## config.mk

```make
export PLATFORM = sky130hd
export DESIGN_NAME = quad_enc_gen
export DESIGN_NICKNAME = d
export VERILOG_FILES = /design/src/rtl/quad_enc_pkg.sv /design/src/rtl/quad_step_timer.sv /design/src/rtl/quad_enc_gen.sv
export SDC_FILE = /design/constraint.sdc
export NUM_CORES = 1
export LEC_CHECK = 0
export ABC_AREA = 1
export CAP_MARGIN = 40
export CORE_UTILIZATION = 40
export CTS_CLUSTER_DIAMETER = 40
export DETAILED_ROUTE_END_ITERATION = 8
export PLACE_DENSITY_LB_ADDON = 0.08
export SLEW_MARGIN = 15
export SYNTH_ARGS = -nofsm -noshare
export SYNTH_HDL_FRONTEND = slang
export SYNTH_HIERARCHICAL = 1
export SYNTH_SLANG_ARGS = --single-unit
export TNS_END_PERCENT = 5
```

## constraint.sdc

```tcl
create_clock -name clk -period 2.8 [get_ports clk]
set_clock_uncertainty 0.2 [all_clocks]
set_input_delay 0.56 -clock clk [delete_from_list [all_inputs] [get_ports clk]]
set_output_delay 0.56 -clock clk [all_outputs]
set_load 0.05 [all_outputs]
```

## src/rtl/quad_enc_pkg.sv

```systemverilog
// Shared definitions for the quadrature encoder generator: FSM encoding,
// direction constants and the phase-to-(A,B) Gray lookup.
package quad_enc_pkg;

  typedef enum logic [0:0] {
    ST_IDLE = 1'b0,
    ST_RUN  = 1'b1
  } state_t;

  localparam logic DIR_FWD = 1'b0;
  localparam logic DIR_REV = 1'b1;

  // {A,B} per phase; stepping the phase up walks the forward (A leads B) order.
  localparam logic [1:0] AB_PH0 = 2'b00;
  localparam logic [1:0] AB_PH1 = 2'b10;
  localparam logic [1:0] AB_PH2 = 2'b11;
  localparam logic [1:0] AB_PH3 = 2'b01;

  function automatic logic [1:0] phase_ab(input logic [1:0] ph);
    logic [1:0] ab;
    case (ph)
      2'd0:    ab = AB_PH0;
      2'd1:    ab = AB_PH1;
      2'd2:    ab = AB_PH2;
      default: ab = AB_PH3;
    endcase
    return ab;
  endfunction

endpackage

```

## src/rtl/quad_step_timer.sv

```systemverilog
// Edge-period down-counter: tick is high while the count sits at zero; an
// enabled tick reloads the count, so ticks recur every reload_val+1 cycles.
module quad_step_timer #(
  parameter int DIV_W = 16
) (
  input  logic             clk,
  input  logic             reset,
  input  logic             load,
  input  logic             en,
  input  logic [DIV_W-1:0] reload_val,
  output logic             tick
);

  logic [DIV_W-1:0] cnt_q, cnt_d;

  assign tick = (cnt_q == '0);

  always_comb begin
    cnt_d = cnt_q;
    if (load) begin
      cnt_d = reload_val;
    end else if (en) begin
      cnt_d = tick ? reload_val : (cnt_q - DIV_W'(1));
    end
  end

  always_ff @(posedge clk or negedge reset) begin
    if (!reset) begin
      cnt_q <= '0;
    end else begin
      cnt_q <= cnt_d;
    end
  end

endmodule

```

## src/rtl/quad_enc_gen.sv

```systemverilog
// Quadrature encoder emulator: runs a signed step command as a Gray A/B
// sequence, one edge per programmed period, tracking a wrapping position.
module quad_enc_gen
  import quad_enc_pkg::*;
#(
  parameter int CNT_W = 16,
  parameter int DIV_W = 16
) (
  input  logic             clk,
  input  logic             reset,
  input  logic             cmd_valid,
  output logic             cmd_ready,
  input  logic [CNT_W-1:0] cmd_steps,
  input  logic [DIV_W-1:0] cmd_period,
  input  logic             abort,
  output logic             enc_a,
  output logic             enc_b,
  output logic             busy,
  output logic             done,
  output logic [CNT_W-1:0] position,
  output state_t           dbg_state
);

  // Command handshake: a command is taken on a clock edge where
  // cmd_valid && cmd_ready; cmd_ready is high exactly while IDLE, and
  // cmd_valid in RUN is simply not taken (no queueing).

  state_t           state_q, state_d;
  logic [1:0]       phase_q, phase_d;
  logic             dir_q, dir_d;
  logic [CNT_W-1:0] remaining_q, remaining_d;
  logic [DIV_W-1:0] per_m1_q, per_m1_d;
  logic             enc_a_q, enc_a_d;
  logic             enc_b_q, enc_b_d;
  logic [CNT_W-1:0] position_q, position_d;
  logic             done_q, done_d;

  logic             timer_load;
  logic             timer_en;
  logic [DIV_W-1:0] timer_reload;
  logic             timer_tick;

  logic [CNT_W-1:0] abs_steps;
  logic [DIV_W-1:0] cmd_per_m1;

  // Magnitude as unsigned so the most negative command still yields 2^(CNT_W-1).
  assign abs_steps  = cmd_steps[CNT_W-1] ? (~cmd_steps + CNT_W'(1)) : cmd_steps;
  assign cmd_per_m1 = (cmd_period == '0) ? '0 : (cmd_period - DIV_W'(1));

  quad_step_timer #(
    .DIV_W(DIV_W)
  ) u_timer (
    .clk       (clk),
    .reset     (reset),
    .load      (timer_load),
    .en        (timer_en),
    .reload_val(timer_reload),
    .tick      (timer_tick)
  );

  always_comb begin
    state_d      = state_q;
    phase_d      = phase_q;
    dir_d        = dir_q;
    remaining_d  = remaining_q;
    per_m1_d     = per_m1_q;
    enc_a_d      = enc_a_q;
    enc_b_d      = enc_b_q;
    position_d   = position_q;
    done_d       = 1'b0;
    timer_load   = 1'b0;
    timer_en     = 1'b0;
    timer_reload = per_m1_q;

    unique case (state_q)
      ST_IDLE: begin
        if (cmd_valid) begin
          if (cmd_steps == '0) begin
            done_d = 1'b1;
          end else begin
            remaining_d  = abs_steps;
            dir_d        = cmd_steps[CNT_W-1];
            per_m1_d     = cmd_per_m1;
            timer_load   = 1'b1;
            timer_reload = cmd_per_m1;
            state_d      = ST_RUN;
          end
        end
      end
      ST_RUN: begin
        // Abort wins over a step falling due in the same cycle.
        if (abort) begin
          state_d = ST_IDLE;
        end else begin
          timer_en = 1'b1;
          if (timer_tick) begin
            phase_d              = (dir_q == DIR_REV) ? (phase_q - 2'd1) : (phase_q + 2'd1);
            {enc_a_d, enc_b_d}   = phase_ab(phase_d);
            position_d           = (dir_q == DIR_REV) ? (position_q - CNT_W'(1))
                                                      : (position_q + CNT_W'(1));
            remaining_d          = remaining_q - CNT_W'(1);
            if (remaining_q == CNT_W'(1)) begin
              state_d = ST_IDLE;
              done_d  = 1'b1;
            end
          end
        end
      end
      default: state_d = ST_IDLE;
    endcase
  end

  always_ff @(posedge clk or negedge reset) begin
    if (!reset) begin
      state_q     <= ST_IDLE;
      phase_q     <= 2'd0;
      dir_q       <= DIR_FWD;
      remaining_q <= '0;
      per_m1_q    <= '0;
      enc_a_q     <= 1'b0;
      enc_b_q     <= 1'b0;
      position_q  <= '0;
      done_q      <= 1'b0;
    end else begin
      state_q     <= state_d;
      phase_q     <= phase_d;
      dir_q       <= dir_d;
      remaining_q <= remaining_d;
      per_m1_q    <= per_m1_d;
      enc_a_q     <= enc_a_d;
      enc_b_q     <= enc_b_d;
      position_q  <= position_d;
      done_q      <= done_d;
    end
  end

  assign cmd_ready = (state_q == ST_IDLE);
  assign busy      = (state_q == ST_RUN);
  assign enc_a     = enc_a_q;
  assign enc_b     = enc_b_q;
  assign done      = done_q;
  assign position  = position_q;
  assign dbg_state = state_q;

endmodule

```

==> results.tsv, run 1 <==
metric	value	unit
status	finished clean	
synth warn	6	
hold crit path type	register to register	
register bit total from synthesis	71	
largest net degree at the start of global routing	33	
Peak VDD IR	403	uV
max incr delay on CP	0.47	ns
CP dominant cell by count	nand2_1	
CTS H-tree lvls	3	
I/O Pins	58	
Via Count	5504	
Clock Power Share	23.5	%
CP arrival	2.52	ns
WP data required	2.83	ns
Congestion Overflow GR	0	
Post-synth EDFFs	0	
Main synth FF type	dfrtp_1	
CTS Buf Count	9	
site row count	43	
synth unique cells	43	
CTS tree	done	
gp weighted congestion	0.904	
Worst-path clk slew	0.06	ns
register cell area after layout	1780	um^2
dpl cell area	6470	um^2
Syn Nets	914	
Final Instance Area	6740	um^2
final hold violations	0	
grt met1 use	29.4	%
fraction of layout cells with a size suffix above 1	9.54	%
DIE HEIGHT	121	um
Port-buffer cells	57	
met2 usage	36.3	%
Final Max Tran Viols	0	
Multi-input gate area	3330	um^2
TritonRoute pass-1 iters	5	
CORE AREA	13800	um^2
GRT met3 Usage	3.77	%
Post-Synthesis Cells	857	
clock buffer depth	2	
DRC viols	0	
Post-Layout Cell Count	1113	
# placed instances	1096	
Buf+Inv Stages, Crit Path	4	
vias per cell	4.95	
Routed WL	14.9	mm
cells along the critical path	clkdlybuf4s50_1 > inv_1 > ha_1 > nand3_1 > nor2_1 > nand2_1 > nand3_2 > inv_2 > nor2_2 > inv_1 > o21ai_0 > nand2_1 > nand2_1	
gr usage total	21.9	%
initial drt markers	381	
Die Span X	121	um
die area	14600	um^2
internal power	2.56	mW
Crit Path Class	input port to register	
number of global-route vias before repair	5310	
Pwr per Cell Area	664	nW/um^2
setup_tns	0	ns
first-pass GRT wire length	25.2	mm
Pleak	3.48	nW
Worst path top cell family by delay	buffers and inverters	
Least-Margin Pin Slew	0.495	ns
Sw Share	42.8	%
wire length per cell	13.4	um
Psw	1.92	mW
synthesized area	5640	um^2
final setup vio count	0	
Combinational Power Share	41.7	%
CP max FO	14	
Reg power frac	34.8	%
CP Launch Type	input port	
setup ws final	0.313	ns
GR peak layer	met2	
min Tclk post-route	2.49	ns
Layout area overhead	19.6	%
most common cell after layout, fill and taps aside	nand2_1	
RSZ-0062 raised after global routing	false	
fraction of registers with async set/reset	100	%
fin nets	985	
Max-cap violations	0	
clk sink count	71	
register area share after synthesis	31.5	%
Final period util	88.8	%
crit path max-delay cell type	clkdlybuf4s50_1	
Peak Freq	0.402	GHz
Worst Setup End Kind	register	
DP HPWL	11.5	mm
# diodes	0	
Initial Util	40.8	%
antenna violations before repair	0	
syn avg cell area	6.58	um^2
most frequent cells in the layout	nand2_1 (300), inv_1 (100), nand3_1 (95), nor2_1 (80), dfrtp_1 (71)	
Place WS	-0.0338	ns
Rel. slew slack	66.9	%
Fillers	1398	
Root Driver	clkbuf_16	
post-route ant nets	0	
Skew-Pair Late Insertion Delay	0.35	ns
cells in the mapped netlist (all sizes together) (2+ instances only):
library cell | number | area, um^2
nand3b | 5 | 37.5
nand2 | 305 | 1180
inv | 107 | 404
dfrtp | 71 | 1780
nand4 | 7 | 56.3
clkbuf | 3 | 11.3
a21boi | 2 | 15.0
xnor2 | 8 | 70.1
buf | 15 | 118
ha | 20 | 250
and2 | 3 | 18.8
o21bai | 3 | 22.5
or2 | 5 | 31.3
nand3 | 99 | 516
nor3 | 3 | 15.0
xor2 | 21 | 184
o21ai | 46 | 260
a21oi | 22 | 110
nor2 | 103 | 479
per-layer routing:
layer	vias to the layer above	routed length [um]
met5	-	0
met4	0	147
met3	8	603
met2	106	6900
met1	2545	7290
li1	2845	-
state kept, by name, indices dropped and copies added (netlist names):
name           flops
done               1
u_timer/cnt_q     16
position          16
dir_q              1
enc_a              1
busy               1
phase_q            2
remaining_q       16
enc_b              1
per_m1_q          16
final timing paths:
| path | cells after the start | to | slack (ns) | start |
|---|---|---|---|---|
| max | 13 | u_timer/cnt_q[2]$_DFFE_PN0P_ | 0.31 | cmd_steps[0] |
| min | 2 | per_m1_q[14]$_DFF_PN0_ | 0.29 | per_m1_q[14]$_DFF_PN0_ |
| max reg2reg | 15 | remaining_q[13]$_DFFE_PN0P_ | 0.33 | u_timer/cnt_q[0]$_DFFE_PN0P_ |
| min reg2reg | 2 | per_m1_q[14]$_DFF_PN0_ | 0.29 | per_m1_q[14]$_DFF_PN0_ |
| max in group asynchronous | 3 | remaining_q[7]$_DFFE_PN0P_ | 1.33 | reset |
| min in group asynchronous | 2 | position[14]$_DFFE_PN0P_ | 0.46 | reset |
final cells by class:
cell class / count / share of cell area, %
multi-input cells: 661 / 49.3
clock inverters: 5 / 0.371
inverters: 107 / 6.00
flip-flops and latches: 71 / 26.4
well taps: 180 / 3.34
clock buffers: 11 / 3.45
repair buffers: 78 / 11.1
cell families (layout without fill, tap and decap cells):
kind of cell / count (synthesis) / after routing / share of synthesized area [%]
flops: 71 / 71 / 31.5
simple gates: 532 / 532 / 41.6
buf+inv: 125 / 201 / 9.46
fa+ha+maj: 21 / 21 / 4.80
xor+xnor: 29 / 29 / 4.51
compound gates: 79 / 79 / 8.13
repair_timing:
action,4_1_cts,5_1_grt
endpoints found under the hold margin,20,0
hold buffers,1,0
setup buffers,0,0
resized for setup,0,0
metrics by stage:
step           utilization, %  hold WS [ns]  power, mW
6_report                 48.7         0.285       4.48
4_1_cts                  48.7         0.286       4.51
3_5_place_dp             46.8         0.269       3.43
3_3_place_gp             46.8         0.266       3.39
5_1_grt                  48.7         0.307       4.84
2_1_floorplan               -        0.0644       2.91
worst register-to-register path, delay by kind of cell, from the launching register on:
kind                       cells  cell delay, ns
buffers and inverters          6            0.70
adders and majority gates      1            0.20
AOI/OAI and AO/OA              1            0.21
and+or+nand+nor                7            0.66
DFF                            1            0.42
power groups by stage:
stage	clock [mW]	sequential, mW	combinational, mW
final	1.05	1.56	1.87
after global routing	1.12	1.59	2.13
after CTS	1.08	1.56	1.87
after detailed placement	0	1.57	1.86
after global placement	0	1.56	1.83
after floorplan	0	1.54	1.37
Power figures use the tool's default switching activity.
==> run 2: changes to the inputs <==
--- a/config.mk
+++ b/config.mk
@@ -11,6 +11,7 @@
 export CTS_CLUSTER_DIAMETER = 40
 export DETAILED_ROUTE_END_ITERATION = 8
 export PLACE_DENSITY_LB_ADDON = 0.08
+export SKIP_CTS_REPAIR_TIMING = 1
 export SLEW_MARGIN = 15
 export SYNTH_ARGS = -nofsm -noshare
 export SYNTH_HDL_FRONTEND = slang
==> results of run 2 <==
Same layout as run 1: the final DEF is identical, and so are final timing and power.
